===== config.mk =====
export PLATFORM = sky130hd
export DESIGN_NAME = if_fetch_flat
export DESIGN_NICKNAME = d
export VERILOG_FILES = /design/src/rtl/if_fetch_pkg.sv /design/src/rtl/if_fetch_if.sv /design/src/rtl/if_fetch.sv /design/src/flat_wrapper.sv
export SDC_FILE = /design/constraint.sdc
export NUM_CORES = 1
export LEC_CHECK = 0
export CAP_MARGIN = 40
export CELL_PAD_IN_SITES_DETAIL_PLACEMENT = 0
export CELL_PAD_IN_SITES_GLOBAL_PLACEMENT = 2
export CORE_MARGIN = 5
export CORE_UTILIZATION = 33
export CTS_BUF_LIST = sky130_fd_sc_hd__clkbuf_4 sky130_fd_sc_hd__clkbuf_8
export DETAILED_ROUTE_END_ITERATION = 10
export PLACE_DENSITY_LB_ADDON = 0.1
export SLEW_MARGIN = 0
export SYNTH_ARGS = -nofsm -noshare
export SYNTH_HDL_FRONTEND = slang
export SYNTH_SLANG_ARGS = --single-unit

===== constraint.sdc =====
create_clock -name clk -period 14.3 [get_ports clk]
set_input_delay 2.86 -clock clk [delete_from_list [all_inputs] [get_ports clk]]
set_output_delay 2.86 -clock clk [all_outputs]
set_load 0.02 [all_outputs]

===== src/rtl/if_fetch_pkg.sv =====
// ---------------------------------------------------------------------------
// if_fetch_pkg
// Shared definitions for the instruction-fetch stage: default bus widths,
// the boot PC, the bubble instruction, the sequential PC step and the
// fetch FSM state encoding.
// ---------------------------------------------------------------------------
package if_fetch_pkg;

    // Default PC / ROM address width and instruction width.
    localparam int ADDR_BUS = 32;
    localparam int INST_BUS = 32;

    // First fetch address after reset (MIPS boot vector).
    localparam logic [31:0] RESET_PC_DEF = 32'hBFC0_0000;

    // Value presented on inst_o whenever no valid instruction is held.
    localparam logic [31:0] NOP_INST_DEF = 32'h0000_0000;

    // Byte distance between consecutive instructions.
    localparam int unsigned PC_INC = 32'd4;

    // Fetch FSM states.
    //   ST_FETCH : may issue a request for the current PC
    //   ST_WAIT  : one request outstanding, its data will be presented
    //   ST_DROP  : one request outstanding, its data will be discarded
    typedef enum logic [1:0] {
        ST_FETCH = 2'd0,
        ST_WAIT  = 2'd1,
        ST_DROP  = 2'd2
    } fetch_state_e;

endpackage : if_fetch_pkg


===== src/rtl/if_fetch_if.sv =====
// ---------------------------------------------------------------------------
// if_fetch_if
// Instruction ROM request/response port.
//   rom_req    : fetch request valid            (fetch -> ROM)
//   rom_addr   : fetch address                  (fetch -> ROM)
//   rom_ready  : ROM accepts the request        (ROM -> fetch)
//   rom_rvalid : read data valid, >=1 cycle after accept (ROM -> fetch)
//   rom_rdata  : read data                      (ROM -> fetch)
// The fetch stage uses the master modport, the ROM the slave modport.
// ---------------------------------------------------------------------------
interface if_fetch_if
    import if_fetch_pkg::*;
#(
    parameter int ADDR_WIDTH = ADDR_BUS,
    parameter int INST_WIDTH = INST_BUS
);

    logic                  rom_req;
    logic [ADDR_WIDTH-1:0] rom_addr;
    logic                  rom_ready;
    logic                  rom_rvalid;
    logic [INST_WIDTH-1:0] rom_rdata;

    modport master (
        output rom_req,
        output rom_addr,
        input  rom_ready,
        input  rom_rvalid,
        input  rom_rdata
    );

    modport slave (
        input  rom_req,
        input  rom_addr,
        output rom_ready,
        output rom_rvalid,
        output rom_rdata
    );

endinterface : if_fetch_if


===== src/rtl/if_fetch.sv =====
// ---------------------------------------------------------------------------
// if_fetch
// Instruction-fetch stage sitting directly upstream of the IF/ID register.
// Owns the PC, keeps at most one ROM request outstanding, and redirects on
// ID-stage branches (MIPS delay slot preserved) and on exception flushes.
//
// Ports:
//   clk, rst             : clock, asynchronous active-high reset
//   stall_current_stage  : IF held; the presented instruction is not consumed
//   branch_flag/addr     : taken branch/jump resolved in ID this cycle
//   flush/flush_pc       : exception/eret redirect, wins over branch_flag
//   rom                  : instruction ROM port (master side)
//   addr_o / inst_o      : PC and instruction presented to IF/ID
//   stall_request        : high while no valid instruction is presented
// ---------------------------------------------------------------------------
module if_fetch
    import if_fetch_pkg::*;
#(
    parameter int                    ADDR_WIDTH = ADDR_BUS,
    parameter int                    INST_WIDTH = INST_BUS,
    parameter logic [ADDR_WIDTH-1:0] RESET_PC   = ADDR_WIDTH'(RESET_PC_DEF),
    parameter logic [INST_WIDTH-1:0] NOP_INST   = INST_WIDTH'(NOP_INST_DEF)
) (
    input  logic                  clk,
    input  logic                  rst,
    input  logic                  stall_current_stage,
    input  logic                  branch_flag,
    input  logic [ADDR_WIDTH-1:0] branch_addr,
    input  logic                  flush,
    input  logic [ADDR_WIDTH-1:0] flush_pc,
    if_fetch_if.master            rom,
    output logic [ADDR_WIDTH-1:0] addr_o,
    output logic [INST_WIDTH-1:0] inst_o,
    output logic                  stall_request
);

    fetch_state_e          state_r;
    logic [ADDR_WIDTH-1:0] pc_r;
    logic [ADDR_WIDTH-1:0] out_addr_r;
    logic [INST_WIDTH-1:0] out_inst_r;
    logic                  out_valid_r;
    logic                  redir_pending_r;
    logic [ADDR_WIDTH-1:0] redir_addr_r;

    logic                  rom_req_s;
    logic                  accept_s;
    logic                  outstanding_s;
    logic [ADDR_WIDTH-1:0] pc_inc_s;

    // Request gating: never fetch while a held instruction is stalled, so a
    // response can never land on top of a live unconsumed instruction.
    always_comb begin
        rom_req_s = 1'b0;
        if (!rst && (state_r == ST_FETCH)) begin
            rom_req_s = !(out_valid_r && stall_current_stage);
        end else begin
            rom_req_s = 1'b0;
        end
    end

    assign rom.rom_req  = rom_req_s;
    assign rom.rom_addr = pc_r;

    assign accept_s = rom_req_s && rom.rom_ready;

    // A request is still in flight after this edge if one is accepted now,
    // or one was pending and its data does not arrive this cycle.
    assign outstanding_s = accept_s ||
                           (((state_r == ST_WAIT) || (state_r == ST_DROP)) && !rom.rom_rvalid);

    // Sequential next PC; wraps modulo 2^ADDR_WIDTH.
    assign pc_inc_s = pc_r + ADDR_WIDTH'(PC_INC);

    // Presentation to IF/ID, combinational from registers only.
    assign addr_o        = out_addr_r;
    assign inst_o        = out_valid_r ? out_inst_r : NOP_INST;
    assign stall_request = !out_valid_r;

    // Fetch FSM together with PC, output holding register and redirect latch.
    always_ff @(posedge clk or posedge rst) begin
        if (rst) begin
            state_r         <= ST_FETCH;
            pc_r            <= RESET_PC;
            out_addr_r      <= RESET_PC;
            out_inst_r      <= NOP_INST;
            out_valid_r     <= 1'b0;
            redir_pending_r <= 1'b0;
            redir_addr_r    <= RESET_PC;
        end else begin
            // Consumption; a refill later in this block overrides it.
            if (out_valid_r && !stall_current_stage) begin
                out_valid_r <= 1'b0;
            end

            if (flush) begin
                out_valid_r     <= 1'b0;
                redir_pending_r <= 1'b0;
                pc_r            <= flush_pc;
                state_r         <= outstanding_s ? ST_DROP : ST_FETCH;
            end else begin
                case (state_r)
                    ST_FETCH: begin
                        if (accept_s) begin
                            // With a branch, the delay slot is already held, so
                            // the request just accepted lies beyond it.
                            if (branch_flag) begin
                                pc_r    <= branch_addr;
                                state_r <= ST_DROP;
                            end else begin
                                state_r <= ST_WAIT;
                            end
                        end else if (branch_flag) begin
                            pc_r <= branch_addr;
                        end
                    end

                    ST_WAIT: begin
                        if (rom.rom_rvalid) begin
                            out_addr_r      <= pc_r;
                            out_inst_r      <= rom.rom_rdata;
                            out_valid_r     <= 1'b1;
                            redir_pending_r <= 1'b0;
                            state_r         <= ST_FETCH;
                            if (branch_flag) begin
                                pc_r <= branch_addr;
                            end else if (redir_pending_r) begin
                                pc_r <= redir_addr_r;
                            end else begin
                                pc_r <= pc_inc_s;
                            end
                        end else if (branch_flag) begin
                            // In-flight instruction is the delay slot; redirect
                            // once it has been captured.
                            redir_pending_r <= 1'b1;
                            redir_addr_r    <= branch_addr;
                        end
                    end

                    ST_DROP: begin
                        if (branch_flag) begin
                            pc_r <= branch_addr;
                        end
                        if (rom.rom_rvalid) begin
                            state_r <= ST_FETCH;
                        end
                    end

                    default: begin
                        state_r <= ST_FETCH;
                    end
                endcase
            end
        end
    end

endmodule : if_fetch


===== src/flat_wrapper.sv =====
// flat-port wrapper written by rule: the top's interface ports become plain ports
module if_fetch_flat import if_fetch_pkg::*;
#(
    parameter int                    ADDR_WIDTH = ADDR_BUS,
    parameter int                    INST_WIDTH = INST_BUS,
    parameter logic [ADDR_WIDTH-1:0] RESET_PC   = ADDR_WIDTH'(RESET_PC_DEF),
    parameter logic [INST_WIDTH-1:0] NOP_INST   = INST_WIDTH'(NOP_INST_DEF)
)
  (clk, rst, stall_current_stage, branch_flag, branch_addr, flush, flush_pc, addr_o, inst_o, stall_request, rom_rom_req, rom_rom_addr, rom_rom_ready, rom_rom_rvalid, rom_rom_rdata);
  if_fetch_if #(.ADDR_WIDTH(ADDR_WIDTH), .INST_WIDTH(INST_WIDTH)) rom_i ();
  input  logic clk;
  input  logic rst;
  input  logic stall_current_stage;
  input  logic branch_flag;
  input  logic [ADDR_WIDTH-1:0] branch_addr;
  input  logic flush;
  input  logic [ADDR_WIDTH-1:0] flush_pc;
  output logic [ADDR_WIDTH-1:0] addr_o;
  output logic [INST_WIDTH-1:0] inst_o;
  output logic stall_request;
  output wire logic [$bits(rom_i.rom_req)-1:0] rom_rom_req;
  output wire logic [$bits(rom_i.rom_addr)-1:0] rom_rom_addr;
  input wire logic [$bits(rom_i.rom_ready)-1:0] rom_rom_ready;
  input wire logic [$bits(rom_i.rom_rvalid)-1:0] rom_rom_rvalid;
  input wire logic [$bits(rom_i.rom_rdata)-1:0] rom_rom_rdata;
  assign rom_rom_req = rom_i.rom_req;
  assign rom_rom_addr = rom_i.rom_addr;
  assign rom_i.rom_ready = rom_rom_ready;
  assign rom_i.rom_rvalid = rom_rom_rvalid;
  assign rom_i.rom_rdata = rom_rom_rdata;
  if_fetch #(.ADDR_WIDTH(ADDR_WIDTH), .INST_WIDTH(INST_WIDTH), .RESET_PC(RESET_PC), .NOP_INST(NOP_INST)) u_core (.clk(clk), .rst(rst), .stall_current_stage(stall_current_stage), .branch_flag(branch_flag), .branch_addr(branch_addr), .flush(flush), .flush_pc(flush_pc), .rom(rom_i), .addr_o(addr_o), .inst_o(inst_o), .stall_request(stall_request));
endmodule

==> results of run 1 <==
[routing by layer]
layer	part of all wire	up-vias	track usage
met2	0.47	199	0.297
met1	0.46	2985	0.257
li1	-	2794	-
met5	0	-	0
met3	0.061	15	0.0467
met4	0.011	0	0.0475
[power groups by stage]
stage	combinational (uW)	clock (uW)	sequential (uW)
global placement	606	0	652
CTS	621	380	653
floorplan	286	0	698
global route	664	397	673
detailed placement	618	0	660
finish	614	369	652
[worst max-delay path: stages]
cell and delay (ps):
sky130_fd_sc_hd__clkdlybuf4s50_1 470, sky130_fd_sc_hd__inv_6 400, sky130_fd_sc_hd__and3_1 240, sky130_fd_sc_hd__clkdlybuf4s50_1 600
[through the flow]
| stage | hold WS [ps] | std cells |
|---|---|---|
| after floorplan | 461 | 665 |
| after CTS | 503 | 1141 |
| after global placement | 472 | 1104 |
| after detailed placement | 485 | 1109 |
| final | 492 | 1141 |
| after global routing | 518 | 1141 |
[Yosys cell counts (3+ instances only)]
cell type / number / share of area
sky130_fd_sc_hd__dfrtp_1: 105 / 0.38
sky130_fd_sc_hd__mux2_2: 91 / 0.15
sky130_fd_sc_hd__nand2_1: 52 / 0.028
sky130_fd_sc_hd__a21oi_1: 35 / 0.025
sky130_fd_sc_hd__and2_1: 35 / 0.032
sky130_fd_sc_hd__o21ai_0: 34 / 0.025
sky130_fd_sc_hd__clkbuf_1: 32 / 0.017
sky130_fd_sc_hd__nor2_1: 30 / 0.016
sky130_fd_sc_hd__dfstp_2: 27 / 0.10
sky130_fd_sc_hd__nand3_1: 26 / 0.019
sky130_fd_sc_hd__inv_1: 15 / 0.0081
sky130_fd_sc_hd__and3_1: 14 / 0.013
sky130_fd_sc_hd__nor3_1: 12 / 0.0087
sky130_fd_sc_hd__nand4_1: 11 / 0.0099
sky130_fd_sc_hd__a31oi_1: 10 / 0.0090
sky130_fd_sc_hd__a211oi_1: 9 / 0.0097
sky130_fd_sc_hd__buf_1: 6 / 0.0032
sky130_fd_sc_hd__nor4_1: 6 / 0.0054
sky130_fd_sc_hd__o211ai_1: 6 / 0.0065
sky130_fd_sc_hd__buf_2: 5 / 0.0036
sky130_fd_sc_hd__nand2b_1: 5 / 0.0045
sky130_fd_sc_hd__nor3b_1: 5 / 0.0054
sky130_fd_sc_hd__o31a_1: 5 / 0.0063
sky130_fd_sc_hd__o31ai_1: 5 / 0.0054
sky130_fd_sc_hd__xor2_1: 5 / 0.0063
sky130_fd_sc_hd__ha_1: 4 / 0.0072
sky130_fd_sc_hd__mux2i_1: 4 / 0.0058
sky130_fd_sc_hd__nor2b_1: 4 / 0.0036
sky130_fd_sc_hd__o2bb2ai_1: 4 / 0.0051
sky130_fd_sc_hd__or3_1: 4 / 0.0036
sky130_fd_sc_hd__a2bb2oi_1: 3 / 0.0038
sky130_fd_sc_hd__o21a_1: 3 / 0.0032
sky130_fd_sc_hd__o221ai_1: 3 / 0.0038
sky130_fd_sc_hd__o22a_1: 3 / 0.0038
sky130_fd_sc_hd__o22ai_1: 3 / 0.0027
sky130_fd_sc_hd__or4_1: 3 / 0.0032
[kinds of logic after synthesis]
family                   count (synthesis)  share of synthesized area
AND/OR/NAND/NOR                        218                      0.172
AO/OA/AOI/OAI                          147                      0.140
flip-flops                             132                      0.481
multiplexers                            95                      0.154
buffers and inverters                   63                     0.0381
XOR/XNOR                                 6                    0.00758
adder cells (fa/ha/maj)                  4                    0.00722
[sequential cells by signal (all words and copies together), names as in the netlist]
| name | cells |
|---|---|
| u_core.addr_o | 32 |
| u_core.out_inst_r | 32 |
| u_core.out_valid_r | 1 |
| u_core.redir_addr_r | 32 |
| u_core.redir_pending_r | 1 |
| u_core.rom.rom_addr | 32 |
| u_core.state_r | 2 |
[worst paths after layout]
| check | depth (start not counted) | start | to | slack, ps |
|---|---|---|---|---|
| min | 2 | u_core.redir_addr_r[24]$_DFFE_PP1P_ | u_core.redir_addr_r[24]$_DFFE_PP1P_ | 490 |
| max in group asynchronous | 4 | rst | u_core.addr_o[31]$_DFFE_PP1P_ | 10230 |
| max | 4 | rst | rom_rom_req | 6870 |
| max reg2reg | 6 | u_core.state_r[1]$_DFFE_PP0P_ | u_core.rom.rom_addr[17]$_DFFE_PP0P_ | 11430 |
| min in group asynchronous | 2 | rst | u_core.addr_o[1]$_DFFE_PP0P_ | 2830 |
| min reg2reg | 2 | u_core.redir_addr_r[24]$_DFFE_PP1P_ | u_core.redir_addr_r[24]$_DFFE_PP1P_ | 490 |
[final cells by class]
type	count	area [sq um]
Multi-Input combinational cell	470	3380
Sequential cell	132	3340
Clock inverter	13	208
Timing Repair Buffer	216	2160
Inverter	16	65.1
Clock buffer	19	249
Fill cell	1962	11100
Tap cell	275	344
==> metrics.cfg, run 1 <==
[critical_path]
timing.critical_path.fanout_max=54
worstSetupPathType=in2out
critical_path.endpoint_type=output port
setup.worst_path.start_class=input pin
worstPathArrival_ps=4570
worst-endpoint-required_ps=11440

[yosys]
synth.ff_latch_count=132
synth_edf_count=0
synth.cell_area_sq_mm=0.00693
syn_area_per_cell_sq_um=10.4
yosysWarningCount=0
syn_nets=772
async_flop_share=1.00
synth_top_flop_cell=sky130_fd_sc_hd__dfrtp_1
yosysSeqAreaShare=0.481
ys_types=68
post_synth_inst_count=665

[pwr]
powerDensity_mw_per_mm2=168
seqPwrFrac=0.399
total_switching_power_uw=593
net_switching_fraction_of_the_power=0.363
p_total_uw=1630
vdd_drop_max_v=0.0000768
power_report.internal_total_uw=1040
power_frac_clock=0.225
p_comb_frac=0.375
power_leakage_uw=0.00410

[sta]
setup-tns-final_ps=0
timing.final.ws_setup_ps=6870
clock-skew-final_ps=11.5
max_slew_margin=0.394
upper_clock_frequency_limit_mhz=135
fin_crit_ps=7430
min_period_over_period=0.520
maxSlewViolCount=0
hold_viol=0
worst_pin_slew_ps=900
rsz_0062_raised_after_global_routing=false
setup_viol=0

[outcome]
run_status=finished, final reports clean

[grt]
first_global_vias=6128
antenna_found_initial=0
largest_net_degree_at_the_start_of_global_routing=55
gr-total-overflow=0
grtUsageTotal=0.187
global_route_wire_length_before_repair_um=35400

[placed_design]
place_area_sq_mm=0.00928
pre_cts_slack_ps=6810
io_buffer_count=200
place.detailed.hpwl_um=15500
routabilityCongestion=0.812

[die]
core_area_sq_mm=0.0208
floorplan.rows=53
die_y_um=155
chipWidth_um=155
num_io_pins=201
start_util=0.333
dieArea_sq_mm=0.0240

[drt]
detail_route.iter0.violations=258
detailroute.via_count=5993
wl_per_cell_um=19.8
routed_wl_um=22600
detail-route-antenna-nets=0
via_per_inst=5.25
detail_route.first_pass.iterations=5
post-route-drc-count=0

[layout]
final_area_sq_mm=0.00974
postLayoutCoreUtil=0.468
design.final.nets=960
final_common_cell=sky130_fd_sc_hd__clkdlybuf4s50_1
number_of_antenna_repair_diodes=0
layout-drive-gt1-share=0.215
flow.area_growth_from_synthesis_pct=40.5
mostFrequentLayoutCells=199 x sky130_fd_sc_hd__clkdlybuf4s50_1, 105 x sky130_fd_sc_hd__dfrtp_1, 91 x sky130_fd_sc_hd__mux2_2

[worst_hold_path]
hold_path.class=reg2reg

[job]
maxCapViolCount=0

[clock_tree]
clock_insertion_delay_worst_skew_ps=450
post_cts_setup_inserts=0
htree_levels=4
tritoncts=done
cts_root_buf=sky130_fd_sc_hd__clkbuf_8
clock_sink_count=132
clk_pin_slew_ps=70
cts_resized=0
max-clock-path-buffers=2
hold_buffers=0
tritoncts.num_buffers=17

No activity file was read; power rests on OpenSTA's default activity.
==> run 2, diff against run 1 <==
- CORE_UTILIZATION: 33 -> 30
- clock period: 14.3 -> 7.02 ns (I/O delays scaled with it)
==> run 2 against run 1 <==
  * Non-clock buffer count decreased by 2
  * Count of clock-buffer cells in the layout unchanged
  * Via count decreased by 0.15%
  * Design area about the same
  * Hold slack got worse by 3.1 ps
  * Highest routed layer unchanged
==> metrics.cfg, run 2 (same netlist as run 1, synthesis figures left out) <==
[outcome]
run_status=finished, final reports clean

[critical_path]
worst-endpoint-required_ps=5620  ; -5820 ps
r2r_start=u_core.state_r[1]$_DFFE_PP0P_
worstSetupPathType=in2out
setup.worst_path.start_class=input pin
worstPathArrival_ps=3310  ; -1260 ps
r2r-end=u_core.rom.rom_addr[25]$_DFFE_PP1P_
ff2ff_setup_slack_ps=4140  ; -7290 ps
critical_path.endpoint_type=output port
timing.critical_path.fanout_max=85  ; +57%
r2r_worst_path_depth=9  ; +3

[sta]
clock-skew-final_ps=12.4  ; +0.910 ps
max_slew_margin=0.417  ; +0.0229
worst_pin_slew_ps=874  ; -26.0 ps
upper_clock_frequency_limit_mhz=212
setup-tns-final_ps=0  ; unchanged
hold_viol=0  ; unchanged
whs_ps=488  ; -3.12 ps
fin_crit_ps=4710
rsz_0062_raised_after_global_routing=false
maxSlewViolCount=0  ; unchanged
setup_viol=0  ; unchanged
min_period_over_period=0.671

[die]
num_io_pins=201  ; unchanged
die_y_um=162  ; +4.6%
start_util=0.305  ; -0.0277
dieArea_sq_mm=0.0263  ; +9.3%
floorplan.rows=55  ; +3.8%
core_area_sq_mm=0.0227  ; +9.1%
chipWidth_um=162  ; +4.6%

[clock_tree]
hold_buffers=0  ; unchanged
htree_levels=4  ; unchanged
clock_insertion_delay_worst_skew_ps=440  ; about the same
tritoncts=done
clk_pin_slew_ps=70  ; about the same
post_cts_setup_inserts=0  ; unchanged
max-clock-path-buffers=2  ; unchanged
tritoncts.num_buffers=17  ; unchanged
cts_resized=0  ; unchanged
cts_root_buf=sky130_fd_sc_hd__clkbuf_8
clock_sink_count=132  ; unchanged

[job]
maxCapViolCount=0  ; unchanged

[layout]
n_fill_cell=2163  ; +10%
layout-drive-gt1-share=0.212  ; -0.00273
mostFrequentLayoutCells=199 x sky130_fd_sc_hd__clkdlybuf4s50_1, 105 x sky130_fd_sc_hd__dfrtp_1, 91 x sky130_fd_sc_hd__mux2_2
design.final.nets=958  ; -0.21%
flow.area_growth_from_synthesis_pct=40.5  ; about the same
final_common_cell=sky130_fd_sc_hd__clkdlybuf4s50_1

[drt]
detail-route-antenna-nets=0  ; unchanged
wl_per_cell_um=20.1  ; +1.4%
post-route-drc-count=0  ; unchanged
via_per_inst=5.21  ; -0.85%
routed_wl_um=23100  ; +2.1%
detail_route.first_pass.iterations=5  ; unchanged
detailroute.via_count=5984  ; -0.15%
detail_route.iter0.violations=365  ; +41%

[placed_design]
io_buffer_count=200  ; unchanged
routabilityCongestion=0.745  ; -8.3%
place.detailed.hpwl_um=16200  ; +4.5%

[grt]
global_route_wire_length_before_repair_um=35900  ; +1.6%
grtUsageTotal=0.174  ; -0.0131
gr-total-overflow=0  ; unchanged
first_global_vias=6014  ; -1.9%
antenna_found_initial=0  ; unchanged
largest_net_degree_at_the_start_of_global_routing=86  ; +56%

[pwr]
power_leakage_uw=0.00409  ; -0.24%
vdd_drop_max_v=0.000138  ; +79%
p_total_uw=3370  ; +110%
powerDensity_mw_per_mm2=346  ; +110%

[worst_hold_path]
hold_path.class=reg2reg
worstHoldEndpoint=u_core.addr_o[11]$_DFFE_PP0P_
hold_path.startpoint=u_core.addr_o[11]$_DFFE_PP0P_
whs_path_depth=2  ; unchanged

==> run 2: per-layer routing <==
metal | share of wire | track usage
met1 | 0.45 | 0.238
met2 | 0.48 | 0.283
met3 | 0.059 | 0.0403
met4 | 0.011 | 0.0388
met5 | 0 | 0
==> run 2: cell type report <==
type,count,area (sq um),area share
multi-input cells,470,3380,0.347
clock buffers,19,255,0.0262
diodes,1,2.50,0.000257
repair buffers,214,2120,0.218
clock inverters,12,228,0.0234
well taps,285,357,0.0366
flip-flops and latches,132,3340,0.343
inverters,16,65.1,0.00668
==> run 2: power by group <==
group	internal, uW	leakage (uW)	total (uW)	switching, uW
Combinational	617	0.00221	1250	635
Sequential	1070	0.00164	1330	255
Clock	473	0.000240	787	315
Total	2160	0.00409	3370	1210
==> run 2: critical path, stage by stage <==
cell                              delay (ps)
sky130_fd_sc_hd__clkdlybuf4s50_1         470
sky130_fd_sc_hd__inv_6                   560
sky130_fd_sc_hd__and3_1                  270
sky130_fd_sc_hd__clkdlybuf4s50_1         600
==> run 2: how the worst max path moves through the flow <==
stage | slack [ps] | depth (start not counted) | to | start
2_1_floorplan | 910 | 2 | rom_rom_req | rst
3_3_place_gp | 2230 | 4 | rom_rom_req | rst
3_5_place_dp | 2220 | 4 | rom_rom_req | rst
4_1_cts | 2220 | 4 | rom_rom_req | rst
5_1_grt | 2140 | 4 | rom_rom_req | rst
6_report | 2310 | 4 | rom_rom_req | rst
==> run 2: per-stage QoR <==
step	instances	worst slack [ps]	instance area (sq um)	utilization
2_1_floorplan	665	908	6930	-
3_3_place_gp	1113	2230	9210	0.405
3_5_place_dp	1117	2220	9260	0.408
4_1_cts	1148	2220	9740	0.429
5_1_grt	1148	2140	9740	0.429
6_report	1149	2310	9740	0.429
==> RTL edit: new RTL, settings of run 1 <==
Encoding of `fetch_state_e`: now one-hot (3 bits for 3 states).
--- a/src/rtl/if_fetch_pkg.sv
+++ b/src/rtl/if_fetch_pkg.sv
@@ -23,10 +23,10 @@
     //   ST_FETCH : may issue a request for the current PC
     //   ST_WAIT  : one request outstanding, its data will be presented
     //   ST_DROP  : one request outstanding, its data will be discarded
-    typedef enum logic [1:0] {
-        ST_FETCH = 2'd0,
-        ST_WAIT  = 2'd1,
-        ST_DROP  = 2'd2
+    typedef enum logic [2:0] {
+        ST_FETCH = 3'b001,
+        ST_WAIT  = 3'b010,
+        ST_DROP  = 3'b100
     } fetch_state_e;
 
 endpackage : if_fetch_pkg
Check against the original RTL: same outputs for any inputs over 4 cycles, from zero or initial values and one cycle with rst high; so few cycles prove little.
==> RTL edit against run 1 <==
Setup slack worse by 0.19 ns; non-clock buffer count down 2; synthesized cell count down 3.9%; critical path type unchanged; via count down 2.7%; die area down 0.12%; critical path depth unchanged; synthesized area down 0.13%; sequential cell count up 1; wire length down 1.6%; first-iteration DRC count down 8.5%; final area down 0.80%.
Power is not compared: it rests on default switching activity, and its combinational part moved more than twofold at a synthesized area within 25%.
==> RTL edit: results (changes against run 1) <==
* Number of global-route vias before repair at 6,079 (-0.80%)
* Gpl congestion at 0.808 (-0.49%)
* Layout cells sized above 1 at 0.227 (+0.0122)
* Crit path max fanout at 2 (-96%)
* Post-DP Area at 9230 sq um (-0.51%)
* Max-slew headroom at 0.455 (+0.0612)
* Post-synthesis sequential area ratio at 0.486 (+0.00440)
* First-pass DRT Iterations at 4 (-1)
* Net Count, Synth at 743 (-3.8%)
* Place WS at 6.69 ns (-0.118 ns)
* Largest net degree at the start of global routing at 67 (+22%)
* DR iter-0 viols at 236 (-8.5%)
* Clock skew at 0.0173 ns (+0.00586 ns)
* Hold Path Class: register to register
* DR WL/cell at 20.0 um (+0.92%)
* Most instantiated cells after synthesis: dfrtp_1 (105), mux2_2 (95), and2_1 (38), nor2_1 (33), clkbuf_1 (29)
* Status: finished, final reports clean
* Via density at 5.24 (-0.18%)
* Worst path max stage delay at 0.63 ns (+0.03 ns)
* Yosys cell types at 65 (-4.4%)
* CP arrival at 4.76 ns (+0.19 ns)
* Post-cts resize count at 0 (unchanged)
* Filler instances at 1,965 (+0.15%)
* First-pass GRT wire length at 35.1 mm (-0.78%)
* Dpl hpwl at 15.7 mm (+1.1%)
* Top cells by area, synth: dfrtp_1 (38%), mux2_2 (15%), dfstp_2 (11%)
## RTL edit: logic make-up (layout without fill, tap and decap cells)
family / after synthesis / after routing / synth area share
AND/OR/NAND/NOR: 184 / 184 / 0.155
AO/OA/AOI/OAI: 148 / 148 / 0.144
flip-flops: 133 / 133 / 0.486
adder cells (fa/ha/maj): 1 / 1 / 0.00181
buffers and inverters: 61 / 259 / 0.0361
multiplexers: 99 / 99 / 0.160
XOR/XNOR: 13 / 13 / 0.0164
## RTL edit: worst paths after layout
check	startpoint	slack [ns]	end	depth (start not counted)
max in group asynchronous	rst	10.21	u_core.rom.rom_addr[28]$_DFFE_PP1P_	4
max reg2reg	u_core.rom.rom_addr[2]$_DFFE_PP0P_	11.52	u_core.rom.rom_addr[28]$_DFFE_PP1P_	6
min reg2reg	u_core.redir_addr_r[25]$_DFFE_PP1P_	0.47	u_core.redir_addr_r[25]$_DFFE_PP1P_	2
min in group asynchronous	rst	2.90	u_core.state_r[2]$_DFFE_PP0P_	2
max	rst	6.68	rom_rom_req	4
min	u_core.redir_addr_r[25]$_DFFE_PP1P_	0.47	u_core.redir_addr_r[25]$_DFFE_PP1P_	2
## RTL edit: routing by layer
| metal | part of all wire | global-route usage |
|---|---|---|
| met1 | 0.47 | 0.260 |
| met4 | 0.011 | 0.0471 |
| met2 | 0.45 | 0.284 |
| met5 | 0 | 0 |
| met3 | 0.074 | 0.0529 |
## RTL edit: area by class of cell
class | instances | share of cell area
Clock inverter | 13 | 0.0177
Sequential cell | 133 | 0.348
Inverter | 13 | 0.00557
Timing Repair Buffer | 214 | 0.222
Clock buffer | 19 | 0.0264
Multi-Input combinational cell | 445 | 0.344
Tap cell | 275 | 0.0356
## RTL edit: per-stage QoR
step / cells / util
after floorplan: 639 / -
after global placement: 1076 / 0.440
after detailed placement: 1080 / 0.443
after CTS: 1112 / 0.464
after global routing: 1112 / 0.464
final: 1112 / 0.464
## RTL edit: critical path, delay by kind of cell
family	cells	cell delay, ns
buffers and inverters	2	1.11
AND/OR/NAND/NOR	1	0.63
AO/OA/AOI/OAI	1	0.16
## RTL edit: power by group
group	internal [mW]	leakage [nW]	switching, mW
sequential	0.415	1.69	0.0430
combinational	0.109	2.13	0.110
clock	0.181	0.211	0.157
